[src/rtl/xbar_pkg.sv]
// Shared crossbar definitions: arbiter state encoding and index-width helper.
package xbar_pkg;

    typedef enum logic {
        ARB_IDLE  = 1'b0,
        ARB_GRANT = 1'b1
    } arb_state_e;

    // Index width for n items; a single item still needs one bit of storage.
    function automatic int idx_w(input int n);
        return (n > 2) ? $clog2(n) : 1;
    endfunction

endpackage

[src/rtl/rr_priority_picker.sv]
// Cyclic first-one finder: lowest-offset set bit of req, searching upward from ptr with wrap.
module rr_priority_picker #(
    parameter int N = 2,
    parameter int W = 1
) (
    input  logic [N-1:0] req,
    input  logic [W-1:0] ptr,
    output logic         found,
    output logic [W-1:0] index
);

    always_comb begin
        int         j;
        logic [W-1:0] cand;
        // NOTE: every output and temporary gets a default first so no path leaves one unassigned (no latch).
        found = 1'b0;
        index = '0;
        j     = 0;
        cand  = '0;
        // Walk offsets high to low so the smallest offset from ptr is the last write and wins.
        for (int k = N - 1; k >= 0; k--) begin
            j = int'(ptr) + k;
            if (j >= N) j = j - N;
            cand = W'(j);
            if (req[cand]) begin
                found = 1'b1;
                index = cand;
            end
        end
    end

endmodule

[src/rtl/wrr_burst_forward_arbiter.sv]
// Per-slave weighted round-robin forward arbiter with burst locking; ARESETn is expected
// to be deassert-synchronised to ACLK upstream.
module wrr_burst_forward_arbiter
    import xbar_pkg::*;
#(
    parameter  int MASTERS      = 2,
    parameter  int SLAVES       = 2,
    parameter  int SLAVE_ID     = 0,
    parameter  int WEIGHT_W     = 4,
    parameter  int LOCK_BURST   = 1,
    localparam int MASTER_IDX_W = idx_w(MASTERS),
    localparam int SLAVE_IDX_W  = idx_w(SLAVES)
) (
    input  logic                                   ACLK,
    input  logic                                   ARESETn,
    input  logic [MASTERS-1:0]                     master_fifo_empty,
    input  logic [MASTERS-1:0][SLAVE_IDX_W-1:0]    master_slave_dest,
    input  logic [MASTERS-1:0]                     master_last,
    input  logic [MASTERS-1:0][WEIGHT_W-1:0]       master_weight,
    input  logic                                   slave_fifo_full,
    output logic                                   grant_valid,
    output logic [MASTER_IDX_W-1:0]                grant_master_number,
    output logic [MASTERS-1:0]                     grant_onehot,
    output logic [MASTERS-1:0]                     master_pop
);

    arb_state_e              state;
    logic [MASTER_IDX_W-1:0] rr_ptr;
    logic [WEIGHT_W-1:0]     credit;
    logic                    cont_pending;

    logic [MASTERS-1:0]      req;
    logic                    pick_found;
    logic [MASTER_IDX_W-1:0] pick_index;
    logic [WEIGHT_W-1:0]     pick_weight;
    logic [WEIGHT_W-1:0]     first_credit;
    logic                    owner_req;
    logic                    pop_en;
    logic                    beat_end;
    logic                    release_now;
    logic [MASTER_IDX_W-1:0] next_ptr;

    always_comb begin
        req = '0;
        for (int i = 0; i < MASTERS; i++) begin
            req[i] = ~master_fifo_empty[i] & (master_slave_dest[i] == SLAVE_IDX_W'(SLAVE_ID));
        end
    end

    rr_priority_picker #(
        .N (MASTERS),
        .W (MASTER_IDX_W)
    ) u_picker (
        .req   (req),
        .ptr   (rr_ptr),
        .found (pick_found),
        .index (pick_index)
    );

    // A zero weight still grants one transaction.
    assign pick_weight  = master_weight[pick_index];
    assign first_credit = (pick_weight == '0) ? '0 : pick_weight - WEIGHT_W'(1);

    assign owner_req  = req[grant_master_number];
    assign pop_en     = grant_valid & owner_req & ~slave_fifo_full;
    assign master_pop = pop_en ? grant_onehot : '0;
    assign beat_end   = pop_en & (master_last[grant_master_number] | (LOCK_BURST == 0));

    // After a credited transaction end, the owner keeps the slave only if it asks again next cycle.
    assign release_now = (state == ARB_GRANT)
                       & ((cont_pending & ~owner_req) | (beat_end & (credit == '0)));

    assign next_ptr = (grant_master_number == MASTER_IDX_W'(MASTERS - 1))
                    ? '0 : grant_master_number + MASTER_IDX_W'(1);

    // NOTE: non-blocking assignments for every register so all state updates see pre-edge values.
    always_ff @(posedge ACLK or negedge ARESETn) begin
        if (!ARESETn) begin
            state               <= ARB_IDLE;
            grant_valid         <= 1'b0;
            grant_master_number <= '0;
            grant_onehot        <= '0;
            rr_ptr              <= '0;
            credit              <= '0;
            cont_pending        <= 1'b0;
        end else begin
            case (state)
                ARB_IDLE: begin
                    if (pick_found) begin
                        state               <= ARB_GRANT;
                        grant_valid         <= 1'b1;
                        grant_master_number <= pick_index;
                        grant_onehot        <= MASTERS'(1) << pick_index;
                        credit              <= first_credit;
                        cont_pending        <= 1'b0;
                    end
                end
                ARB_GRANT: begin
                    if (release_now) begin
                        state        <= ARB_IDLE;
                        grant_valid  <= 1'b0;
                        grant_onehot <= '0;
                        rr_ptr       <= next_ptr;
                        credit       <= '0;
                        cont_pending <= 1'b0;
                    end else if (beat_end) begin
                        // credit is non-zero here; a zero credit end is a release.
                        credit       <= credit - WEIGHT_W'(1);
                        cont_pending <= 1'b1;
                    end else begin
                        cont_pending <= 1'b0;
                    end
                end
                default: state <= ARB_IDLE;
            endcase
        end
    end

endmodule

[config.mk]
export PLATFORM = sky130hd
export DESIGN_NAME = wrr_burst_forward_arbiter
export DESIGN_NICKNAME = d
export VERILOG_FILES = /design/src/rtl/xbar_pkg.sv /design/src/rtl/rr_priority_picker.sv /design/src/rtl/wrr_burst_forward_arbiter.sv
export SDC_FILE = /design/constraint.sdc
export NUM_CORES = 1
export LEC_CHECK = 0
export ABC_CLOCK_PERIOD_IN_PS = 2000
export CORE_MARGIN = 2
export CORE_UTILIZATION = 41
export CTS_CLUSTER_DIAMETER = 80
export DETAILED_ROUTE_END_ITERATION = 12
export GPL_TIMING_DRIVEN = 0
export PLACE_DENSITY_LB_ADDON = 0.12
export SLEW_MARGIN = 10
export SYNTH_ARGS = -nofsm -noshare
export SYNTH_HDL_FRONTEND = slang
export SYNTH_HIERARCHICAL = 1
export SYNTH_SLANG_ARGS = --single-unit
[constraint.sdc]
create_clock -name ACLK -period 2 [get_ports ACLK]
set_clock_uncertainty 0.2 [all_clocks]
set_input_delay 0.6 -clock ACLK [delete_from_list [all_inputs] [get_ports ACLK]]
set_output_delay 0.6 -clock ACLK [all_outputs]
set_load 0.005 [all_outputs]
Word level (Yosys, flattened, before mapping)
Index checks and enable logic that the tools add are counted.

$add $sub $neg: 6. Multipliers: 0. Div/mod/pow operators: 0. $lt $le $gt $ge: 6. Equality and inequality tests: 3. Shift-type cells: 1. Mux-type cells: 36. Bitwise logic cells: 16. Reductions and logical operators: 6.

Operators by type and width (count): $mux 4 (6); $mux 1 (22); $and 1x1->1 (8); $logic_not 4->1 (2); $lt 1x2->1 const B (4); $pmux 4 s2 (1); $reduce_and 2->1 (4); $sub 4x1->4 const B (2); $not 1->1 (7); $mux 2 (3); $pmux 1 s2 (3); $pmux 2 s2 (1); $ne 3x1->1 const B (1); $add 1x1->2 const B (1); $ge 1x2->1 const B (1); $ge 2x2->1 const B (1); $ne 2x1->1 const B (1); $ne 2x2->1 const B (1); $shl 1x1->2 const A (1); $sub 1x1->1 const B (2); $add 1x1->1 const B (1); $or 1x1->1 (1).

Register bits: 11. Bits in latches: 0. Bits in writable memories: 0. Memory bits (read-only): 0. Input port bits: 17. Output and inout port bits: 6. Memories: 0.

Longest topological paths before layout
Depth in word-level cells: 13. Gate-level depth with buffers: 7. Gate-level depth less buffers: 7.

Cells and area by module
Netlist, hierarchy kept.

By module, submodules not included: wrr_burst_forward_arbiter (instances 1, cells an instance 88, area each 752.0 sq um, sequential area each 275.3 sq um); rr_priority_picker (instances 1, cells an instance 3, area each 17.5 sq um, sequential area each 0.0 sq um).

Worst setup path after synthesis
Ideal clock, no wire load.

Kind: input to register. Start point: input master_slave_dest[0] (netlist bit). End point: register credit[3]. Library setup time: 0.077 ns. Arrival: 1.964 ns. Data required time: 1.723 ns. Setup slack: -0.241 ns. Cell stages on the path: 5. Buffers on the path: 0. Cell sequence: nor3_1 > o2111ai_2 > or4_1 > or3b_1 > a21oi_1.

Longest elaborated chain between the ends: 12. Elaborated cells between the ends (all ways): 31. Those cells by class: add/sub: 1; eq/ne: 2; mux: 16; bitwise: 10; reduce/logical: 2.

RTL lines: start: declaration (RTL line wrr_burst_forward_arbiter.sv:17) `input logic [MASTERS-1:0][SLAVE_IDX_W-1:0] master_slave_dest,`; $not 1->1 (*) (RTL line wrr_burst_forward_arbiter.sv:46) `req[i] = ~master_fifo_empty[i] & (master_slave_dest[i] == SLAVE_IDX_W'(SLAVE_ID));`; $and 1x1->1 (*) (RTL line wrr_burst_forward_arbiter.sv:46); $mux 1 (on tied branches) (2 in series) (RTL line rr_priority_picker.sv:25, wrr_burst_forward_arbiter.sv:64); $mux 1 / $and 1x1->1 (equally long branches) (2 in series) (RTL line rr_priority_picker.sv:25, wrr_burst_forward_arbiter.sv:65); $mux 4 (implied by the code) / $and 1x1->1 (equally long branches) (RTL line wrr_burst_forward_arbiter.sv:61, wrr_burst_forward_arbiter.sv:67); $mux 4 (implied by the code) / $and 1x1->1 (equally long branches) (RTL line wrr_burst_forward_arbiter.sv:61, wrr_burst_forward_arbiter.sv:71); $sub 4x1->4, or another cell as far along (RTL line wrr_burst_forward_arbiter.sv:62) `assign first_credit = (pick_weight == '0) ? '0 : pick_weight - WEIGHT_W'(1);`; $mux 4 / $and 1x1->1 (equally long branches) (RTL line wrr_burst_forward_arbiter.sv:62, wrr_burst_forward_arbiter.sv:71); $mux 4, or another cell as far along (RTL line wrr_burst_forward_arbiter.sv:89) `if (pick_found) begin`; $pmux 4 s2 / $reduce_and 2->1 (equally long branches); end signal: assignment (RTL line wrr_burst_forward_arbiter.sv:94) `credit <= first_credit;`; end signal: assignment (RTL line wrr_burst_forward_arbiter.sv:108) `credit <= credit - WEIGHT_W'(1);`; end: declaration (RTL line wrr_burst_forward_arbiter.sv:29) `logic [WEIGHT_W-1:0] credit;`.

Mark *: on every way between the ends. The rest lies on a longest branch, timed or not. The select of a mux whose other input is x is not followed. A chain may end at the register's enable or synchronous reset.

Worst setup path in the final report
Same ends and word-level chain as after synthesis.

==> results.json <==
{
  "fin_crit_sh_pct": 113,
  "antenna_left": 0,
  "stdcell_count": 157,
  "hpwl_mm": 1.43,
  "peakVddDrop_mv": 0.792,
  "drt_pass1_iterations": 4,
  "drc": 0,
  "ios": 23,
  "ys_warn_count": 6,
  "grt_overflow": 0,
  "cts.htree.levels": 1,
  "clockRootBuffer": "clkbuf_4",
  "syn_area_per_cell_um2": 8.46,
  "via_count": 851,
  "final_common_cell": "buf_4",
  "finalPower_mw": 1.41,
  "fillCellCount": 139,
  "grt_pass1_wl_mm": 3.56,
  "area_growth_pct": 62.1,
  "critical_path_required_ns": 2.01,
  "yosys.area.top_type": "dfrtp_1",
  "path_max_fanout": 3,
  "critPathArrivalTime_ns": 2.27,
  "place.gp.congestion": 0.870,
  "rows": 15,
  "drtIter0Drc": 24,
  "startpoint_type": "primary input",
  "numPortBuffers": 22,
  "drv_slew": 0,
  "cts_tree": "built",
  "fin_ws_ns": -0.261,
  "cts.clk_slew.worst_paths_ns": 0.08,
  "clk_path_buf_depth": 2,
  "clock_latency_ns": 0.27,
  "dp_cells": 138,
  "final_cell_mix": "buf_4 (13), dlygate4sd2_1 (12), dfrtp_1 (10)",
  "final.min_clock_period_ns": 2.26,
  "power_density_nw_per_um2": 1130,
  "routedWlPerCell_um": 15.2,
  "drive_above_1_share_pct": 40.2,
  "die_area_um2": 2240,
  "fmax_mhz": 442,
  "tightest_slew_ns": 0.534,
  "status": "finished, violations left",
  "p_leak_nw": 0.568,
  "die_y_um": 47.3,
  "layout.nets": 152,
  "coreArea_um2": 1750,
  "diodes": 0,
  "yosysUniqueCellTypes": 31,
  "setup_viol": 11,
  "relSlewSlack_pct": 64.3,
  "stdcell_area_um2": 1250,
  "synth.cell_area_um2": 769,
  "synth_top_cell_area_share_pct": 35.8,
  "cts_hold_buf": 0,
  "cts_buffers": 3,
  "initial_core_util_pct": 44.1,
  "violations": "negative setup slack",
  "syn_nets": 110,
  "hold_viol": 0,
  "hp-class": "reg -> reg",
  "routed_wl_mm": 2.39,
  "synth.top_cells.by_area": "dfrtp_1 (36%), o21ai_0 (4.6%), inv_1 (4.4%)",
  "path_class": "in -> reg",
  "dpl_cell_area_um2": 1040,
  "endpoint_kind": "flop",
  "grt_pass1_vias": 790,
  "ys_seq_area_share_pct": 35.8,
  "antenna_found_initial": 0,
  "grt_usage_pct": 23.4,
  "vias_per_cell": 5.42,
  "fp.dieW_um": 47.3,
  "synthesis.instances": 91,
  "maxCapViolations": 0,
  "cts_sinks": 11,
  "grt_start_max_net_pins": 12,
  "rsz0062_at_grt": "yes",
  "ys_ff_latch": 11
}
==> worst paths after layout <==
check | start | to | slack, ns | cells after the start
min in group asynchronous | ARESETn | credit[3] | 0.47 | 1
max in group asynchronous | ARESETn | grant_master_number | 0.74 | 1
worst max-delay path | master_slave_dest[0] | credit[3] | -0.26 | 8
worst min-delay path | rr_ptr | rr_ptr | 0.33 | 2
worst min register to register | rr_ptr | rr_ptr | 0.33 | 2
worst max register to register | grant_master_number | credit[3] | -0.25 | 7
==> layer usage <==
layer	track usage [%]	wire length, µm	up-vias
met2	39.7	1190	23
met1	29.7	1070	407
met3	8.08	114	2
met4	2.22	14	0
met5	0	0	-
li1	-	-	419
==> synth_stat cells <==
master / count
a21boi_1: 1
a21oi_1: 5
a22o_1: 1
a311oi_1: 1
a31oi_1: 2
a32o_1: 1
and2_1: 3
clkbuf_1: 2
dfrtp_1: 11
ha_1: 2
inv_1: 9
mux2_2: 3
mux2i_1: 1
nand2_1: 7
nand2b_1: 1
nor2_1: 9
nor3_1: 6
nor3b_2: 1
o2111ai_2: 1
o211ai_1: 2
o21ai_0: 7
o22ai_1: 3
o311ai_0: 2
o32ai_1: 2
or2_1: 1
or2_2: 1
or3_2: 1
or3b_1: 1
or3b_2: 1
or4_1: 1
or4b_2: 2
==> metrics by stage <==
stage / hold slack (ns) / worst slack (ns) / util (%) / setup TNS (ns)
finish: 0.326 / -0.261 / 71.5 / -1.55
global route: 0.351 / -0.301 / 71.5 / -2.06
CTS: 0.331 / -0.269 / 68.8 / -0.966
detailed placement: 0.318 / -1.03 / 59.5 / -8.70
global placement: 0.307 / -1.04 / 59.5 / -8.62
floorplan: 0.104 / -0.158 / - / -0.266
==> layout make-up <==
| cell class | count | area, µm² | area share, % |
|---|---|---|---|
| multi-input cells | 69 | 571 | 45.7 |
| repair buffers | 38 | 304 | 24.4 |
| flip-flops and latches | 11 | 277 | 22.2 |
| inverters | 9 | 33.8 | 2.71 |
| well taps | 25 | 31.3 | 2.51 |
| clock buffers | 3 | 22.5 | 1.81 |
| clock inverters | 1 | 5.00 | 0.401 |
| plain buffers | 1 | 3.75 | 0.301 |
==> flip-flops by register name (all words and copies together) (netlist names) <==
signal,cells
cont_pending,1
credit,4
grant_master_number,1
grant_onehot,2
grant_valid,1
rr_ptr,1
state,1
==> repair_timing <==
item | 4_1_cts | 5_1_grt
pin swaps | 15 | 6
buffers inserted | 13 | 3
hold endpoints to repair | 0 | 0
gates resized for setup | 61 | 10
setup endpoints to repair | 13 | 13
==> where the power goes <==
group          internal [mW]  leakage (nW)  switching, mW
sequential             0.317         0.130         0.0949
combinational          0.480         0.421          0.361
clock                 0.0741        0.0177         0.0811
total                  0.871         0.568          0.537
==> logic make-up (layout without fill, tap and decap cells) <==
family                   after synthesis  in the layout  synth area share [%]
adder cells (fa/ha/maj)                2              2                  3.25
AO/OA/AOI/OAI                         28             28                  24.9
flip-flops                            11             11                  35.8
AND/OR/NAND/NOR                       35             35                  25.0
buffers and inverters                 11             52                  5.37
multiplexers                           4              4                  5.69
==> critical path, cell delays in order <==
cell and delay [ns]:
buf_2 0.12, nor3_4 0.21, buf_4 0.14, buf_6 0.09
o2111ai_4 0.16, or4_4 0.45, or3b_1 0.38, a21oi_2 0.12
(Power assumes the default switching activity.)
